===== config.mk =====
export PLATFORM = sky130hd
export DESIGN_NAME = spi_shift_engine
export DESIGN_NICKNAME = d
export VERILOG_FILES = /design/src/rtl/spi_pkg.sv /design/src/rtl/spi_clk_gen.sv /design/src/rtl/spi_shift_engine.sv
export SDC_FILE = /design/constraint.sdc
export NUM_CORES = 1
export LEC_CHECK = 0
export CORE_UTILIZATION = 40
export DETAILED_ROUTE_END_ITERATION = 16
export PLACE_DENSITY = 0.76
export REMOVE_ABC_BUFFERS = 1
export SYNTH_ARGS = -nofsm -noshare
export SYNTH_HDL_FRONTEND = slang
export SYNTH_SLANG_ARGS = --single-unit

===== constraint.sdc =====
create_clock -name clk_i -period 1.9 [get_ports clk_i]
set_input_delay 0.38 -clock clk_i [delete_from_list [all_inputs] [get_ports clk_i]]
set_output_delay 0.38 -clock clk_i [all_outputs]
set_load 0.01 [all_outputs]

===== src/rtl/spi_pkg.sv =====
`default_nettype none
// ============================================================================
// Module  : spi_pkg
// Purpose : Shared constants for the SPI shift engine. Holds the FSM state
//           encoding, the CPOL/CPHA mode pairs and a counter-width helper.
// Revision: 1.0 - initial parametrised release
// ============================================================================
package spi_pkg;

   // FSM state encoding
   localparam logic [2:0] c_ST_IDLE  = 3'd0;
   localparam logic [2:0] c_ST_LEAD  = 3'd1;
   localparam logic [2:0] c_ST_SHIFT = 3'd2;
   localparam logic [2:0] c_ST_TRAIL = 3'd3;
   localparam logic [2:0] c_ST_DONE  = 3'd4;

   // SPI modes as {CPOL, CPHA}
   localparam logic [1:0] c_MODE0 = 2'b00;
   localparam logic [1:0] c_MODE1 = 2'b01;
   localparam logic [1:0] c_MODE2 = 2'b10;
   localparam logic [1:0] c_MODE3 = 2'b11;

   // Width of a counter that must hold values 0..n-1 without wrapping,
   // with one spare bit of headroom.
   function automatic int cnt_width(input int n);
      return $clog2(n) + 1;
   endfunction

endpackage
`default_nettype wire


===== src/rtl/spi_clk_gen.sv =====
`default_nettype none
// ============================================================================
// Module  : spi_clk_gen
// Purpose : SCLK divider. Counts CLK_DIV system cycles per half period while
//           counting is enabled, toggles SCLK on each tick while SCLK is
//           enabled, and flags leading/trailing edges with one-cycle strobes.
//           SCLK is parked at CPOL whenever it is not enabled.
// Revision: 1.0 - initial parametrised release
// ============================================================================
module spi_clk_gen
   import spi_pkg::*;
#(
   parameter int CLK_DIV = 4,
   parameter bit CPOL    = 1'b1
) (
   input  logic clk_i,
   input  logic rstn_i,
   input  logic cnt_en_i,
   input  logic sclk_en_i,
   output logic tick_o,
   output logic lead_stb_o,
   output logic trail_stb_o,
   output logic sclk_o
);

   localparam int                 c_DIV_W    = cnt_width(CLK_DIV);
   localparam logic [c_DIV_W-1:0] c_DIV_LAST = c_DIV_W'(CLK_DIV - 1);
   localparam logic [c_DIV_W-1:0] c_DIV_ONE  = c_DIV_W'(1);

   logic [c_DIV_W-1:0] r_div_cnt;
   logic               r_sclk;

   // A tick marks the last cycle of each half period; edges are qualified
   // by the current SCLK level so the engine knows which edge is coming.
   assign tick_o      = cnt_en_i && (r_div_cnt == c_DIV_LAST);
   assign lead_stb_o  = tick_o && sclk_en_i && (r_sclk == CPOL);
   assign trail_stb_o = tick_o && sclk_en_i && (r_sclk != CPOL);
   assign sclk_o      = r_sclk;

   // Half-period counter: restarts on every tick and holds at zero when idle
   always_ff @(posedge clk_i) begin
      if (!rstn_i || !cnt_en_i || tick_o) begin
         r_div_cnt <= '0;
      end else begin
         r_div_cnt <= r_div_cnt + c_DIV_ONE;
      end
   end

   // SCLK register: toggles on ticks while enabled, otherwise parked at CPOL
   always_ff @(posedge clk_i) begin
      if (!rstn_i || !sclk_en_i) begin
         r_sclk <= CPOL;
      end else if (tick_o) begin
         r_sclk <= ~r_sclk;
      end
   end

endmodule
`default_nettype wire


===== src/rtl/spi_shift_engine.sv =====
`default_nettype none
// ============================================================================
// Module  : spi_shift_engine
// Purpose : Full-duplex SPI master shift engine. Any word width, all four
//           CPOL/CPHA modes, either bit order, chip-select sequencing.
//           Optional build macro SPI_SHIFT_ENGINE_LOOPBACK_EN adds loopback_i,
//           which feeds the outgoing bit back into the receiver and keeps
//           chip-select deasserted.
// Revision: 1.0 - initial parametrised release
// ============================================================================
module spi_shift_engine
   import spi_pkg::*;
#(
   parameter int DATA_W    = 8,
   parameter int CLK_DIV   = 4,
   parameter bit CPOL      = 1'b1,
   parameter bit CPHA      = 1'b1,
   parameter bit MSB_FIRST = 1'b1
) (
   input  logic              clk_i,
   input  logic              rstn_i,
   input  logic              start_i,
   input  logic [DATA_W-1:0] tx_data_i,
   output logic [DATA_W-1:0] rx_data_o,
   output logic              busy_o,
   output logic              done_o,
   output logic              cs_n_o,
   output logic              sclk_o,
   output logic              mosi_o,
   input  logic              miso_i
`ifdef SPI_SHIFT_ENGINE_LOOPBACK_EN
   ,
   input  logic              loopback_i
`endif
);

   localparam logic [1:0]         c_MODE        = {CPOL, CPHA};
   localparam bit                 c_SAMPLE_LEAD = (c_MODE == c_MODE0) || (c_MODE == c_MODE2);
   localparam bit                 c_SAMPLE_TRAIL = (c_MODE == c_MODE1) || (c_MODE == c_MODE3);
   localparam int                 c_BIT_W       = cnt_width(DATA_W);
   localparam logic [c_BIT_W-1:0] c_BIT_LAST    = c_BIT_W'(DATA_W - 1);
   localparam logic [c_BIT_W-1:0] c_BIT_ONE     = c_BIT_W'(1);

   logic [2:0]         r_state;
   logic [2:0]         w_next;
   logic [DATA_W-1:0]  r_shift;
   logic [c_BIT_W-1:0] r_bit_cnt;
   logic               r_mosi;
   logic [DATA_W-1:0]  r_rx;

   logic               w_cnt_en;
   logic               w_sclk_en;
   logic               w_tick;
   logic               w_lead;
   logic               w_trail;
   logic               w_last_trail;
   logic               w_sample;
   logic               w_drive;
   logic               w_sdi;
   logic               w_out_bit;
   logic               w_tx_first;
   logic [DATA_W-1:0]  w_shift_in;

   spi_clk_gen #(
      .CLK_DIV (CLK_DIV),
      .CPOL    (CPOL)
   ) u_clk_gen (
      .clk_i       (clk_i),
      .rstn_i      (rstn_i),
      .cnt_en_i    (w_cnt_en),
      .sclk_en_i   (w_sclk_en),
      .tick_o      (w_tick),
      .lead_stb_o  (w_lead),
      .trail_stb_o (w_trail),
      .sclk_o      (sclk_o)
   );

`ifdef SPI_SHIFT_ENGINE_LOOPBACK_EN
   assign w_sdi = loopback_i ? r_mosi : miso_i;
`else
   assign w_sdi = miso_i;
`endif

   // The outgoing bit sits at the end we shift away from; the sampled bit
   // fills the vacated opposite end, so the RX word lands in order.
   assign w_out_bit    = MSB_FIRST ? r_shift[DATA_W-1] : r_shift[0];
   assign w_tx_first   = MSB_FIRST ? tx_data_i[DATA_W-1] : tx_data_i[0];
   assign w_shift_in   = MSB_FIRST ? {r_shift[DATA_W-2:0], w_sdi}
                                   : {w_sdi, r_shift[DATA_W-1:1]};
   assign w_last_trail = w_trail && (r_bit_cnt == c_BIT_LAST);
   // CPHA=0 samples on leading edges and drives on all but the last trailing
   // edge (the first bit is already out from LEAD); CPHA=1 drives on leading
   // edges and samples on trailing edges.
   assign w_sample     = c_SAMPLE_LEAD ? w_lead : (c_SAMPLE_TRAIL && w_trail);
   assign w_drive      = c_SAMPLE_LEAD ? (w_trail && !w_last_trail) : w_lead;

   // State register
   always_ff @(posedge clk_i) begin
      if (!rstn_i) begin
         r_state <= c_ST_IDLE;
      end else begin
         r_state <= w_next;
      end
   end

   // Next-state logic: LEAD and TRAIL each last one half period
   always_comb begin
      w_next = r_state;
      case (r_state)
         c_ST_IDLE:  if (start_i)      w_next = c_ST_LEAD;
         c_ST_LEAD:  if (w_tick)       w_next = c_ST_SHIFT;
         c_ST_SHIFT: if (w_last_trail) w_next = c_ST_TRAIL;
         c_ST_TRAIL: if (w_tick)       w_next = c_ST_DONE;
         c_ST_DONE:                    w_next = c_ST_IDLE;
         default:                      w_next = c_ST_IDLE;
      endcase
   end

   // Output decode from state
   always_comb begin
      busy_o    = (r_state != c_ST_IDLE);
      done_o    = (r_state == c_ST_DONE);
      w_cnt_en  = (r_state == c_ST_LEAD) || (r_state == c_ST_SHIFT) || (r_state == c_ST_TRAIL);
      w_sclk_en = (r_state == c_ST_SHIFT);
      cs_n_o    = !w_cnt_en;
`ifdef SPI_SHIFT_ENGINE_LOOPBACK_EN
      if (loopback_i) begin
         cs_n_o = 1'b1;
      end
`endif
   end

   // Datapath: shared TX/RX shift register, bit counter, MOSI and RX word.
   // The RX word is captured as TRAIL ends so it is already valid while
   // done_o is high.
   always_ff @(posedge clk_i) begin
      if (!rstn_i) begin
         r_shift   <= '0;
         r_bit_cnt <= '0;
         r_mosi    <= 1'b0;
         r_rx      <= '0;
      end else if (r_state == c_ST_IDLE) begin
         if (start_i) begin
            r_shift   <= tx_data_i;
            r_bit_cnt <= '0;
            r_mosi    <= CPHA ? 1'b0 : w_tx_first;
         end
      end else begin
         if (w_sample) begin
            r_shift <= w_shift_in;
         end
         if (w_trail) begin
            r_bit_cnt <= r_bit_cnt + c_BIT_ONE;
         end
         if (w_drive) begin
            r_mosi <= w_out_bit;
         end
         if ((r_state == c_ST_TRAIL) && w_tick) begin
            r_rx   <= r_shift;
            r_mosi <= 1'b0;
         end
      end
   end

   assign mosi_o    = r_mosi;
   assign rx_data_o = r_rx;

endmodule
`default_nettype wire


==> impl_metrics.tcl <==
set metrics [dict create \
    status "completed" \
    wl_met2_mm 1.55 \
    gp_congestion 0.848 \
    synth_ff_type "dfxtp_1" \
    setup_viol 0 \
    worstPathArrival_ps 1430 \
    drv_slew 0 \
    final_cells 223 \
    clk_pin_slew_ps 140 \
    synthTopCellsByArea "dfxtp_1 41%, nand2_1 6.1%, mux2i_1 5.9%" \
    initial_utilization_pct 43.3 \
    ys_seq_area_share_pct 41.1 \
    grt_overflow 0 \
    fin_worst_skew_ps 3.83 \
    grt_usage_pct 19.0 \
    die_h_um 60.4 \
    wl_per_cell_um 14.0 \
    post_cts_buffers 0 \
    nets 195 \
    top_layer "met4" \
    syn2layout_area_growth_pct 26.1 \
    grt_pass1_wl_mm 5.21 \
    min_period_ps 1810 \
    crit_type "flip-flop to output port" \
    drt-pass1-iter-count 4 \
    ys_ff_latch 28 \
    multi_input_area_um2 729 \
    postRouteAntennaNets 0 \
    cap_violations 0 \
    rsz0062_at_grt "no" \
    vias 1259 \
    root_buffer "clkbuf_4" \
    dieArea_mm2 0.00365 \
    final_cell_mix "26 x dfxtp_1, 22 x nand2_1, 21 x clkdlybuf4s50_1" \
    dp_hpwl_mm 2.31 \
    drive_gt1_share_pct 12.8 \
    worst_pin_slew_ps 360 \
    routed_via_density 5.65 \
    synthArstFlopShare_pct 0 \
    synth.distinct_cells 40 \
    grt_max_degree 24 \
    synth.avg_cell_area_um2 8.91 \
    numCtsBuffers 3 \
    remaining_drc_errors 0 \
    first_iter_violations 25 \
    htreeDepth 1 \
    std_cell_rows 20 \
    cts.path.max_buffers 2 \
    critPathMaxFanout 5 \
    synth_edf_count 0 \
    crit_required_ps 1520 \
    grt_pass1_vias 1195 \
    core_mm2 0.00315 \
    slew-limit-headroom_pct 75.7 \
    wl_mm 3.12 \
    cts.sinks 28 \
    portBuffers 24 \
    antenna_cells 0 \
    timing.final.crit_share_pct 95.1 \
    drt-met1-wl_mm 1.37 \
    fin_setup_tns_ps 0 \
    ctsHoldBuffers 0 \
    yosysTopAreaCell "dfxtp_1" \
    synth.cell_area_mm2 0.00136 \
    clock_latency_ps 320 \
    power_leakage_nw 0.645 \
    layout_setup_ws_ps 93.7 \
    synth.top_cell.area_share_pct 41.1 \
    antenna_found_initial 0 \
    boundaryPins 25 \
    seqCellArea_um2 566 \
    ir_drop_mv 0.391 \
    cts_tree "yes" \
    start_kind "flip-flop" \
    dieWidth_um 60.4 \
    synthCells 153 \
    hold_viol 0 \
    cp-end-kind "output port" \
    max_freq_mhz 554 \
    yosysWarnings 0 \
    power_density_mw_per_mm2 612 \
    final_common_cell "dfxtp_1" \
    place_inst 219 \
    post-place-ws_ps 37.4 \
    min_path_type "flip-flop to flip-flop" \
    fillers 312 \
    dr_wl_met3_um 154 \
]
worst paths after layout:
path,from,cells after the start,to,slack [ps]
worst max register to register,u_clk_gen.r_div_cnt[0],6,r_shift[1],160
worst min register to register,u_clk_gen.r_div_cnt[0],1,u_clk_gen.r_div_cnt[0],440
worst min-delay path,u_clk_gen.r_div_cnt[0],1,u_clk_gen.r_div_cnt[0],440
worst max-delay path,r_state[0],2,busy_o,90
synthesized netlist by cell type (2+ instances only):
cell type,instances
or4_1,2
a21boi_0,8
xor2_1,2
ha_1,3
nor2_1,7
o31ai_1,3
mux2i_1,8
nand2b_1,2
buf_2,4
clkbuf_1,7
inv_1,4
dfxtp_1,28
o22ai_1,2
nand2_1,22
o311ai_0,7
a21oi_1,10
or3_1,2
nand4_1,2
nand3_1,2
o21bai_1,7
buf_6,2
metrics by stage:
stage | util, % | hold WS [ps] | area [µm²] | total power, W
2_1_floorplan | - | 399 | 1290 | 0.000705
3_3_place_gp | 53.1 | 407 | 1670 | 0.000772
3_5_place_dp | 53.1 | 425 | 1670 | 0.000778
4_1_cts | 54.5 | 445 | 1720 | 0.00106
5_1_grt | 54.6 | 488 | 1720 | 0.00110
6_report | 54.6 | 435 | 1720 | 0.00105
worst max-delay path, stage by stage, from the launching register on:
cell and delay (ps):
dfxtp_2 380, or3_1 410, dlygate4sd2_1 320
cells by family (layout without fill, tap and decap cells):
kind of cell    after synthesis  after routing  synth area share (%)
compound gates               44             44                  23.0
flops                        28             28                  41.1
buf+inv                      17             43                  6.15
simple gates                 51             51                  19.8
fa+ha+maj                     3              3                  2.75
xor+xnor                      2              2                  1.28
mux                           8              8                  5.87
routing by layer:
layer,global-route usage [%],vias to the layer above
met4,6.64,0
met2,33.6,38
met5,0,-
met3,2.56,6
li1,-,610
met1,23.5,605
registers in the layout (all words and copies together) (netlist names):
signal / count
r_state: 3
u_clk_gen.sclk_o: 1
r_shift: 8
r_bit_cnt: 4
u_clk_gen.r_div_cnt: 3
mosi_o: 1
rx_data_o: 8
cell type report:
cell class,count,area share (%)
clock buffers,4,2.11
inverters,4,0.873
repair buffers,35,18.5
well taps,44,3.20
multi-input cells,108,42.4
flip-flops and latches,28,32.9
repair_timing:
item	4_1_cts	5_1_grt
hold endpoints to repair	0	0
pin swaps	1	0
gates resized for setup	8	4
setup endpoints to repair	3	6
power breakdown:
part           internal (W)  leakage, nW  total, W  switching, W
clock              0.000117       0.0210  0.000287      0.000170
sequential         0.000604        0.229  0.000622     0.0000176
combinational     0.0000789        0.395  0.000145     0.0000664
(Power assumes the default switching activity.)
